### config.mk
export PLATFORM = sky130hd
export DESIGN_NAME = lsr_seq_ctrl
export DESIGN_NICKNAME = d
export VERILOG_FILES = /design/src/rtl/lsr_pkg.sv /design/src/rtl/lsr_sample_buf.sv /design/src/rtl/lsr_seq_ctrl.sv
export SDC_FILE = /design/constraint.sdc
export NUM_CORES = 1
export LEC_CHECK = 0
export BUFFER_PORTS_ARGS = -buffer_cell sky130_fd_sc_hd__clkbuf_2
export CAP_MARGIN = 30
export CORE_UTILIZATION = 45
export DETAILED_ROUTE_END_ITERATION = 10
export PLACE_DENSITY = 0.69
export SYNTH_ARGS = -nofsm -noshare
export SYNTH_HDL_FRONTEND = slang
export SYNTH_HIERARCHICAL = 1
export SYNTH_SLANG_ARGS = --single-unit
### constraint.sdc
create_clock -name clk -period 3.2 [get_ports clk]
set_input_delay 0.48 -clock clk [delete_from_list [all_inputs] [get_ports clk]]
set_output_delay 0.48 -clock clk [all_outputs]
set_load 0.02 [all_outputs]
### src/rtl/lsr_pkg.sv
// Shared types and defaults for the LSR sequencer.
//   DEF_DATA_W / DEF_RES_W : default sample and result widths
//   lsr_state_t            : sequencer FSM states
//   idx_w()                : width of a sample index for a given buffer depth
package lsr_pkg;

    localparam int unsigned DEF_DATA_W = 16;
    localparam int unsigned DEF_RES_W  = 32;

    typedef enum logic [2:0] {
        ST_IDLE,
        ST_CLR,
        ST_STREAM,
        ST_WAIT_RES,
        ST_DONE
    } lsr_state_t;

    // Index width for an n-entry buffer; never narrower than one bit.
    function automatic int unsigned idx_w(input int unsigned n);
        int unsigned w;
        if (n < 2) begin
            w = 1;
        end else begin
            w = $clog2(n);
        end
        return w;
    endfunction

endpackage

### src/rtl/lsr_sample_buf.sv
// Sample register file for the LSR sequencer.
//   clk    : clock
//   we     : write enable
//   waddr  : write address
//   wdata  : write data
//   raddr  : asynchronous read address
//   rdata  : read data (combinational from raddr)
module lsr_sample_buf #(
    parameter int unsigned DEPTH = 7,
    parameter int unsigned WIDTH = 16,
    parameter int unsigned AW    = 3
) (
    input  logic             clk,
    input  logic             we,
    input  logic [AW-1:0]    waddr,
    input  logic [WIDTH-1:0] wdata,
    input  logic [AW-1:0]    raddr,
    output logic [WIDTH-1:0] rdata
);

    logic [WIDTH-1:0] mem [DEPTH];

    // Write port; contents survive reset so a rerun reuses the same data.
    always_ff @(posedge clk) begin
        if (we) begin
            mem[waddr] <= wdata;
        end
    end

    assign rdata = mem[raddr];

endmodule

### src/rtl/lsr_seq_ctrl.sv
// Sequencer for the LSR datapath: buffers DATA_SIZE signed samples, then on
// start clears the datapath, streams (index, scaled sample) beats with
// valid/ready, captures the result and pulses done.
//   clk, rst               : clock, synchronous active-low reset
//   ld_valid/ld_ready/ld_data : sample load handshake
//   flush                  : empty the buffer (idle only)
//   start, shift           : run request and arithmetic right-shift amount
//   busy, done, start_err  : run status, completion pulse, rejected-start pulse
//   result                 : last captured datapath result
//   dp_clr                 : one-cycle accumulator clear
//   dp_valid/dp_ready      : beat handshake carrying dp_x, dp_y, dp_last
//   dp_res_valid, dp_res   : datapath result strobe and value
module lsr_seq_ctrl
    import lsr_pkg::*;
#(
    parameter int unsigned DATA_SIZE = 7,
    parameter int unsigned DATA_W    = DEF_DATA_W,
    parameter int unsigned RES_W     = DEF_RES_W
) (
    input  logic              clk,
    input  logic              rst,
    input  logic              ld_valid,
    output logic              ld_ready,
    input  logic [DATA_W-1:0] ld_data,
    input  logic              flush,
    input  logic              start,
    input  logic [15:0]       shift,
    output logic              busy,
    output logic              done,
    output logic              start_err,
    output logic [RES_W-1:0]  result,
    output logic              dp_clr,
    output logic              dp_valid,
    input  logic              dp_ready,
    output logic [DATA_W-1:0] dp_x,
    output logic [DATA_W-1:0] dp_y,
    output logic              dp_last,
    input  logic              dp_res_valid,
    input  logic [RES_W-1:0]  dp_res
);

    localparam int unsigned IDX_W  = idx_w(DATA_SIZE);
    localparam int unsigned CNT_W  = $clog2(DATA_SIZE + 1);
    localparam int unsigned SH_W   = $clog2(DATA_W);
    localparam int unsigned SH_MAX = DATA_W - 1;

    localparam logic [CNT_W-1:0] CNT_FULL = CNT_W'(DATA_SIZE);
    localparam logic [IDX_W-1:0] IDX_LAST = IDX_W'(DATA_SIZE - 1);

    lsr_state_t state_q, state_d;

    logic [CNT_W-1:0]  count_q, count_d;
    logic [IDX_W-1:0]  index_q, index_d;
    logic [SH_W-1:0]   shamt_q, shamt_d;
    logic [RES_W-1:0]  result_d;
    logic              start_err_d;
    logic              buf_we;

    logic              ld_ready_d, busy_d, done_d, dp_clr_d, dp_valid_d, dp_last_d;
    logic [DATA_W-1:0] dp_x_d, dp_y_d;

    logic signed [DATA_W-1:0] rd_data;
    logic signed [DATA_W-1:0] y_shifted;

    // Read port follows the next index so the registered beat is ready on entry.
    lsr_sample_buf #(
        .DEPTH (DATA_SIZE),
        .WIDTH (DATA_W),
        .AW    (IDX_W)
    ) u_buf (
        .clk   (clk),
        .we    (buf_we),
        .waddr (IDX_W'(count_q)),
        .wdata (ld_data),
        .raddr (index_d),
        .rdata (rd_data)
    );

    // Sign-filling scale of the selected sample.
    assign y_shifted = rd_data >>> shamt_q;

    // Next-state, counters and latched values.
    always_comb begin
        state_d     = state_q;
        count_d     = count_q;
        index_d     = index_q;
        shamt_d     = shamt_q;
        result_d    = result;
        start_err_d = 1'b0;
        buf_we      = 1'b0;

        unique case (state_q)
            ST_IDLE: begin
                // Flush beats a same-cycle load and a same-cycle start.
                if (flush) begin
                    count_d = '0;
                end else if (ld_valid && (count_q < CNT_FULL)) begin
                    buf_we  = 1'b1;
                    count_d = count_q + 1'b1;
                end
                if (start) begin
                    if (!flush && (count_q == CNT_FULL)) begin
                        state_d = ST_CLR;
                        shamt_d = (shift > 16'(SH_MAX)) ? SH_W'(SH_MAX) : SH_W'(shift);
                    end else begin
                        start_err_d = 1'b1;
                    end
                end
            end
            ST_CLR: begin
                index_d = '0;
                state_d = ST_STREAM;
            end
            ST_STREAM: begin
                if (dp_valid && dp_ready) begin
                    if (index_q == IDX_LAST) begin
                        index_d = '0;
                        state_d = ST_WAIT_RES;
                    end else begin
                        index_d = index_q + 1'b1;
                    end
                end
            end
            ST_WAIT_RES: begin
                if (dp_res_valid) begin
                    result_d = dp_res;
                    state_d  = ST_DONE;
                end
            end
            ST_DONE: begin
                state_d = ST_IDLE;
            end
            default: begin
                state_d = ST_IDLE;
            end
        endcase
    end

    // Registered outputs decoded from the upcoming state.
    always_comb begin
        ld_ready_d = 1'b0;
        busy_d     = 1'b0;
        done_d     = 1'b0;
        dp_clr_d   = 1'b0;
        dp_valid_d = 1'b0;
        dp_last_d  = 1'b0;
        dp_x_d     = '0;
        dp_y_d     = '0;

        ld_ready_d = (state_d == ST_IDLE) && (count_d < CNT_FULL);
        busy_d     = (state_d != ST_IDLE);
        done_d     = (state_d == ST_DONE);
        dp_clr_d   = (state_d == ST_CLR);
        if (state_d == ST_STREAM) begin
            dp_valid_d = 1'b1;
            dp_x_d     = DATA_W'(index_d);
            dp_y_d     = y_shifted;
            dp_last_d  = (index_d == IDX_LAST);
        end
    end

    // State and output registers.
    always_ff @(posedge clk) begin
        if (!rst) begin
            state_q   <= ST_IDLE;
            count_q   <= '0;
            index_q   <= '0;
            shamt_q   <= '0;
            result    <= '0;
            start_err <= 1'b0;
            ld_ready  <= 1'b1;
            busy      <= 1'b0;
            done      <= 1'b0;
            dp_clr    <= 1'b0;
            dp_valid  <= 1'b0;
            dp_last   <= 1'b0;
            dp_x      <= '0;
            dp_y      <= '0;
        end else begin
            state_q   <= state_d;
            count_q   <= count_d;
            index_q   <= index_d;
            shamt_q   <= shamt_d;
            result    <= result_d;
            start_err <= start_err_d;
            ld_ready  <= ld_ready_d;
            busy      <= busy_d;
            done      <= done_d;
            dp_clr    <= dp_clr_d;
            dp_valid  <= dp_valid_d;
            dp_last   <= dp_last_d;
            dp_x      <= dp_x_d;
            dp_y      <= dp_y_d;
        end
    end

endmodule

==> metrics, run 1 <==
die width 135 µm; CTS tree yes; Final Setup Violations 1; fraction of registers with async set/reset 0%; Inserted Diodes 0; RSZ-0062 raised after global routing true; Seq cells post-synth around 180; Max clock buf depth 2; hold slack 0.265 ns; full die area approximately 18,000 µm²; status complete, but fails checks; skew final ~0.0085 ns; setup ws final -0.00674 ns; GP Congestion between 0.8 and 0.9; Area growth syn-to-layout 22.7%; post-route cell area between 9000 and 10,000 µm²; First DRT Iteration DRCs between 300 and 400; ratio of cells with drive above 1 in the final layout 37.8%; Sink Count about 180; post-synthesis sequential area ratio about 60%; Post-Synth Simple-Gate Area a little over a tenth; Max Clock Freq roughly 310 MHz; initial core utilization between 40 and 50%; syn_area_per_cell around 13 µm²; drt wl/cell around 18 µm; ANT nets after route 0; all-layer global routing usage 19.8%; Max rail drop VDD 0.000379 V; initial antenna violation count 0; Synth Instances 600; mux cell area share after synthesis 12.1%; Slowest cell on crit path mux4_2; Worst Hold Class input port to flip-flop; IO Pins about 140; critical path arrival between 3 and 4 ns; fillers ~1,400; area leader, netlist edfxtp_1; Core Footprint 17,300 µm²; Synth Area in Compound Gates a little under an eighth; placed cell areas 8990 µm²; final hold vios 0; Adder-Cell Fraction of Synth Area less than 1%; DRC violations left 0; Final Critical Period about 3.2 ns; worst-margin pin slew 0.993 ns; critical-path cell list buf_6 -> xnor2_4 -> a211o_1 -> a32o_2 -> buf_6 -> mux2_4 -> o211ai_2 -> o221ai_2 -> mux4_2 -> mux4_2 -> and2_4; vias post-DR approximately 5,300; Crit. End Element flip-flop; violated checks setup timing; via/cell ratio 5.34; nets between 800 and 900; global route overflow 0; slowest stage delay, CP roughly 0.5 ns; Finished Layout Cells around 1,000; die height 135 µm; drt pass-1 iters 4; CTS Buf Count 17; Max Fanout on Critical Path 7; xor and xnor area share after synthesis less than 1%; Clk pin slew, worst setup/hold paths 0.07 ns; post-route clock period utilization 100%; post-DP HPWL between 10 and 15 mm; Root Buffer clkbuf_16; H-Tree Depth 4; top post-synthesis cells by area edfxtp_1, dfxtp_1, mux2i_1, nand2_1, a21boi_1; total power approximately 4.7 mW; routed wire length about 18 mm; kind of start point of the critical path flip-flop; pwr dens between 400 and 500 nW/µm²; sum of negative setup slack -0.00674 ns; first-pass GRT wire length 27.0 mm; Slew HR between 30 and 40%; post-layout util between 50 and 60%; largest net degree at the start of global routing 48; # hold bufs at CTS 0; main combinational cell family by area after synthesis multiplexers; PortBufs approximately 130; EDFF count, synth 112; synth unique cells a little over 60; clk_lat worst skew 0.43 ns; cell area after synthesis roughly 8000 µm²; Worst Path Required around 3.5 ns; DP Cell Count about 960; Synth top area share 42.2%; Rows 48; final slew viol count 0; CP Class flip-flop to flip-flop; Pleak between 3 and 4 nW; YS warnings 6; max cap viols 0; number of global-route vias before repair roughly 5,000; dpl ws -0.195 ns; Synth Flop Type edfxtp_1
==> critical path: cells and delay by family, from the launching register on <==
kind	cells	cell delay [ns]
DFF	1	0.33
AOI/OAI and AO/OA	4	0.90
muxes	3	1.29
xor gates and xnor gates	1	0.12
buffers and inverters	2	0.30
and+or+nand+nor	1	0.15
==> routing by layer <==
metal / GRT usage (%) / part of all wire, % / vias to the layer above
li1: - / - / 2542
met3: 4.15 / 4.8 / 28
met1: 25.9 / 45 / 2589
met2: 32.1 / 48 / 171
met4: 7.99 / 1.6 / 0
met5: 0 / 0 / -
==> power breakdown <==
group,total [mW],internal [mW],switching (mW)
clock network,1.98,1.08,0.898
registers,2.52,2.51,0.00565
logic,0.179,0.0777,0.102
==> cell usage after synthesis (2+ instances only) <==
cell,instances
edfxtp_1,112
nand2_1,82
dfxtp_1,71
mux2i_1,47
a21boi_1,30
nand2b_1,21
buf_4,20
a211oi_1,14
clkbuf_1,14
nor2_1,13
mux2_4,10
mux4_2,10
o211ai_2,10
o221ai_2,10
and2_1,9
buf_2,8
mux2_2,8
buf_6,7
o211ai_1,7
nand3_1,6
o221ai_1,6
a21oi_1,5
inv_1,5
nor2b_1,5
nor3_1,5
nand4_1,4
o21ai_0,4
o21ai_1,4
o221a_1,4
and3_1,3
inv_2,3
nand3b_1,3
nor4_1,3
a21boi_0,2
a31oi_1,2
a41oi_1,2
and3b_1,2
clkbuf_2,2
ha_1,2
nor4b_2,2
o2111ai_1,2
or4b_1,2
==> cell type report <==
cell class	count	area, µm²	area share (%)
Clock buffer	17	425	4.35
Timing Repair Buffer	181	1120	11.4
Clock inverter	15	131	1.34
Sequential cell	183	4790	48.9
Multi-Input combinational cell	369	3010	30.8
Tap cell	225	282	2.88
Inverter	8	35.0	0.358
==> final timing paths <==
| path | from | to | slack (ns) | depth (start not counted) |
|---|---|---|---|---|
| max | state_q[1]$_SDFF_PN0_ | dp_y[5]$_SDFF_PN0_ | -0.007 | 11 |
| min | dp_res[17] | result[17]$_SDFFE_PN0P_ | 0.26 | 3 |
| max reg2reg | state_q[1]$_SDFF_PN0_ | dp_y[5]$_SDFF_PN0_ | -0.007 | 11 |
| min reg2reg | result[4]$_SDFFE_PN0P_ | result[4]$_SDFFE_PN0P_ | 0.45 | 2 |
==> state kept, by name, indices dropped and copies added, names as in the netlist, 3 cells and up <==
| name | cells |
|---|---|
| index_q | 3 |
| state_q | 3 |
| dp_x | 3 |
| count_q | 3 |
| result | 32 |
| dp_y | 16 |
| shamt_q | 4 |
| u_buf/mem | 112 |
==> cells in the final DEF, fill, tap and decap left out, types with 5 or more instances in the layout <==
cell type,synthesis,routed
clkbuf_2,2,128
edfxtp_1,112,112
nand2_1,82,82
dfxtp_1,71,69
buf_4,20,43
mux2i_1,47,39
a21boi_1,30,30
nand2b_1,21,21
clkbuf_16,0,18
conb_1,1,13
a211oi_1,14,12
nor2_1,13,12
mux4_2,10,10
mux2_4,10,10
o221ai_2,10,10
o211ai_2,10,9
and2_1,9,8
mux2_2,8,8
o211ai_1,7,7
nand3_1,6,6
buf_6,7,6
inv_1,5,5
a21oi_1,5,5
nor2b_1,5,5
==> logic make-up (layout without fill, tap and decap cells) <==
logic type	Yosys count	count (layout)
buffers and inverters	60	221
other	1	13
xor gates and xnor gates	1	1
and+or+nand+nor	169	169
adders and majority gates	2	2
muxes	76	76
AOI/OAI and AO/OA	108	108
DFF	183	183
==> repair_timing <==
item                       in CTS  in global routing
setup endpoints to repair       7                  9
cloned                          0                  1
gates resized for setup         6                 27
setup buffers                   0                  6
pin swaps                       1                 13
Power figures use the tool's default switching activity.
==> run 2: changes to the inputs <==
--- a/config.mk
+++ b/config.mk
@@ -6,4 +6,5 @@
 export NUM_CORES = 1
 export LEC_CHECK = 0
+export ABC_AREA = 1
 export BUFFER_PORTS_ARGS = -buffer_cell sky130_fd_sc_hd__clkbuf_2
 export CAP_MARGIN = 30
==> constraint.sdc (replaced) <==
create_clock -name clk -period 3.2 [get_ports clk]
set_input_delay 0.16 -clock clk [delete_from_list [all_inputs] [get_ports clk]]
set_output_delay 0.16 -clock clk [all_outputs]
set_load 0.02 [all_outputs]
==> run 2 against run 1 <==
The run now ends clean; critical path depth grew 9; wire length grew 0.51%; sequential power about the same; sequential share of layout area decreased by 0.53 points; largest cell class unchanged.
==> metrics, run 2 <==
die width 135 µm (about the same); initial core utilization 46.2% (was 46.1%); Sink Count 183 (unchanged); top flop regs u_buf/mem x112, result x32, dp_y x16 (unchanged); largest register by flop count u_buf/mem (unchanged); final slew viol count 0 (unchanged); via/cell ratio 4.87 (was 5.34); met3 Resource Use GR 5.35% (was 4.15%); Inserted Diodes 0 (unchanged); RSZ-0062 raised after global routing false (was true); H-Tree Depth 4 (unchanged); ratio of cells with drive above 1 in the final layout 18.8% (was 37.8%); all-layer global routing usage 20.4% (was 19.8%); DP Cell Count 1,246 (was 959); fraction of registers with async set/reset 0% (unchanged); Area growth syn-to-layout 23.3% (was 22.7%); first-pass GRT wire length 28.8 mm (was 27.0 mm); Max Clock Freq 349 MHz (was 312 MHz); Worst R2R Start state_q[2]$_SDFF_PN0_ (was state_q[1]$_SDFF_PN0_); Slew HR 35.3% (was 33.6%); Final Critical Period 2.86 ns (was 3.21 ns); global route overflow 0 (unchanged); hold endpoint u_buf/mem[6][3]$_DFFE_PP_ (was result[17]$_SDFFE_PN0P_); CTS tree yes (unchanged); Clk pin slew, worst setup/hold paths 0.07 ns (about the same); Worst Path Required 3.52 ns (was 3.53 ns); Seq cells post-synth 183 (unchanged); critical path arrival 3.18 ns (was 3.53 ns); Synth Flop Type edfxtp_1 (unchanged); GRT met1 Usage 25.0% (was 25.9%); max cap viols 0 (unchanged); Synth Instances 916 (was 600); Worst Hold Launch ld_data[3] (was dp_res[17]); nets 1,160 (was 833); placed cell areas 8820 µm² (was 8990 µm²); synth unique cells 28 (was 61); drt wl/cell 13.5 µm (was 17.8 µm); reg2reg path depth 20 (was 11); post-route clock period utilization 89.4% (was 100%); die height 135 µm (about the same); Rows 48 (unchanged); Core Footprint 17,400 µm² (was 17,300 µm²); vias post-DR 6,455 (was 5,330); IO Pins 142 (unchanged); cell area after synthesis 8020 µm² (was 7980 µm²); total power 4.80 mW (was 4.67 mW); CP Class flip-flop to flip-flop (unchanged); Top Usage Layer GRT met2 (unchanged); final hold vios 0 (unchanged); GP Congestion 0.897 (was 0.847); pwr dens 485 nW/µm² (was 478 nW/µm²); most frequent cell after synthesis nand2_1 (was edfxtp_1); Finished Layout Cells 1,325 (was 998); Slowest cell on crit path dfxtp_1 (was mux4_2); critical-path cell list inv_2 -> nand3_2 -> inv_1 -> nand4_1 -> and2_1 -> clkinvlp_4 -> inv_2 -> buf_12 -> nand2_1 -> nand3_1 -> nand2_1 -> nand2_1 -> nand2_1 -> or2_2 -> o21ai_0 -> nand2_1 -> nand3_1 -> nand3_1 -> nand2_1 -> nor2_1 (was buf_6 -> xnor2_4 -> a211o_1 -> a32o_2 -> buf_6 -> mux2_4 -> o211ai_2 -> o221ai_2 -> mux4_2 -> mux4_2 -> and2_4); largest net degree at the start of global routing 44 (was 48); top post-synthesis cells by area edfxtp_1, dfxtp_1, nand2_1, nand3_1, nor2_1 (was edfxtp_1, dfxtp_1, mux2i_1, nand2_1, a21boi_1); skew final 0.0105 ns (was 0.00852 ns); Worst Hold Class input port to flip-flop (unchanged); top cells by count, synth nand2_1, nor2_1, edfxtp_1 (was edfxtp_1, nand2_1, dfxtp_1); R2R Path End dp_y[3]$_SDFF_PN0_ (was dp_y[5]$_SDFF_PN0_); First DRT Iteration DRCs 492 (was 349); Final Setup Violations 0 (was 1); most common cell after layout, fill and taps aside nand2_1 (was clkbuf_2); Max rail drop VDD 0.000393 V (was 0.000379 V); max reg flops 112 (unchanged); EDFF count, synth 112 (unchanged); area leader, netlist edfxtp_1 (unchanged); ANT nets after route 0 (unchanged); kind of start point of the critical path flip-flop (unchanged); Max clock buf depth 2 (unchanged); Hold Crit Depth 1 (was 3); syn_area_per_cell 8.75 µm² (was 13.3 µm²); DRC violations left 0 (unchanged); commonest cells after routing, fill and taps aside nand2_1, clkbuf_2, nor2_1 (was clkbuf_2, edfxtp_1, nand2_1); Pleak 4.60 nW (was 3.53 nW); YS warnings 6 (unchanged); sum of negative setup slack 0 ns (was -0.00674 ns); GR Util met2 34.3% (was 32.1%); CTS Buf Count 17 (unchanged); number of global-route vias before repair 6,019 (was 5,123); most used cell, CP nand2_1; post-route cell area 9890 µm² (was 9790 µm²); post-synthesis sequential area ratio 59.7% (was 60.0%); worst-margin pin slew 0.969 ns (was 0.993 ns); Worst R2R Setup Slack 0.34 ns (was -0.007 ns); slowest stage delay, CP 0.39 ns (was 0.50 ns); Root Buffer clkbuf_16 (unchanged); drt pass-1 iters 7 (was 4); post-DP HPWL 11.5 mm (was 12.4 mm); Synth top area share 42.0% (was 42.2%); initial antenna violation count 0 (unchanged); routed wire length 17.9 mm (was 17.8 mm); clk_lat worst skew 0.44 ns (was 0.43 ns); full die area 18,400 µm² (was 18,300 µm²); Max Fanout on Critical Path 31 (was 7); PortBufs 128 (unchanged); status finished clean (was complete, but fails checks); Crit. End Element flip-flop (unchanged)
## run 2: timing repair
action,4_1_cts,5_1_grt
endpoints found under the hold margin,93,0
buffers inserted,0,2
gates resized for setup,0,1
hold buffers,45,0
setup endpoints to repair,0,3
## run 2: worst max-delay path, delay by kind of cell, from the launching register on
family | cells | cell delay [ns]
AOI/OAI and AO/OA | 1 | 0.11
buffers and inverters | 5 | 0.70
DFF | 1 | 0.39
and+or+nand+nor | 14 | 1.52
## run 2: cell type report
class	instances	area, µm²
inverter	109	413
tap	225	282
clock inverter	12	106
multi-input combinational	581	2540
clock buffer	20	489
fill	1472	7470
timing repair buffer	195	1270
sequential	183	4780
## run 2: where the power goes
group          switching [mW]  internal, mW
clock network           0.923          1.13
logic                   0.123        0.0976
registers             0.00601          2.52
total                    1.05          3.75
## run 2: cell families (layout without fill, tap and decap cells)
family,Yosys count,in the layout,share of synthesized area [%]
compound gates,76,76,5.17
simple gates,490,490,25.6
fa+ha+maj,2,2,0.312
buf+inv,164,336,9.19
flops,183,183,59.7
other cells,1,13,0.0468
## run 2: worst max-delay path by stage
stage                                from                        end  slack (ns)  cells past startpoint
global placement    state_q[2]$_SDFF_PN0_         dp_y[2]$_SDFF_PN0_        0.40                     20
CTS                 state_q[2]$_SDFF_PN0_         dp_y[2]$_SDFF_PN0_        0.29                     20
global route        state_q[2]$_SDFF_PN0_         dp_y[9]$_SDFF_PN0_        0.07                     18
floorplan           state_q[1]$_SDFF_PN0_  u_buf/mem[6][0]$_DFFE_PP_        0.57                      7
finish              state_q[2]$_SDFF_PN0_         dp_y[3]$_SDFF_PN0_        0.34                     20
detailed placement  state_q[2]$_SDFF_PN0_         dp_y[2]$_SDFF_PN0_        0.31                     20
## run 2: metal layers
metal  part of all wire, %  vias to the layer above  wire length [µm]
li1                      -                     3259                 -
met1                    42                     2978              7490
met2                    50                      186              8950
met3                   5.9                       32              1060
met4                   2.1                        0               370
met5                     0                        -                 0
## run 2: through the flow
| step | setup slack (ns) | hold WS (ns) | utilization, % |
|---|---|---|---|
| 2_1_floorplan | 0.575 | 0.247 | - |
| 3_3_place_gp | 0.400 | 0.374 | 50.8 |
| 3_5_place_dp | 0.307 | 0.371 | 50.8 |
| 4_1_cts | 0.295 | 0.00307 | 56.9 |
| 5_1_grt | 0.0737 | 0.00998 | 57.0 |
| 6_report | 0.338 | 0.0106 | 57.0 |
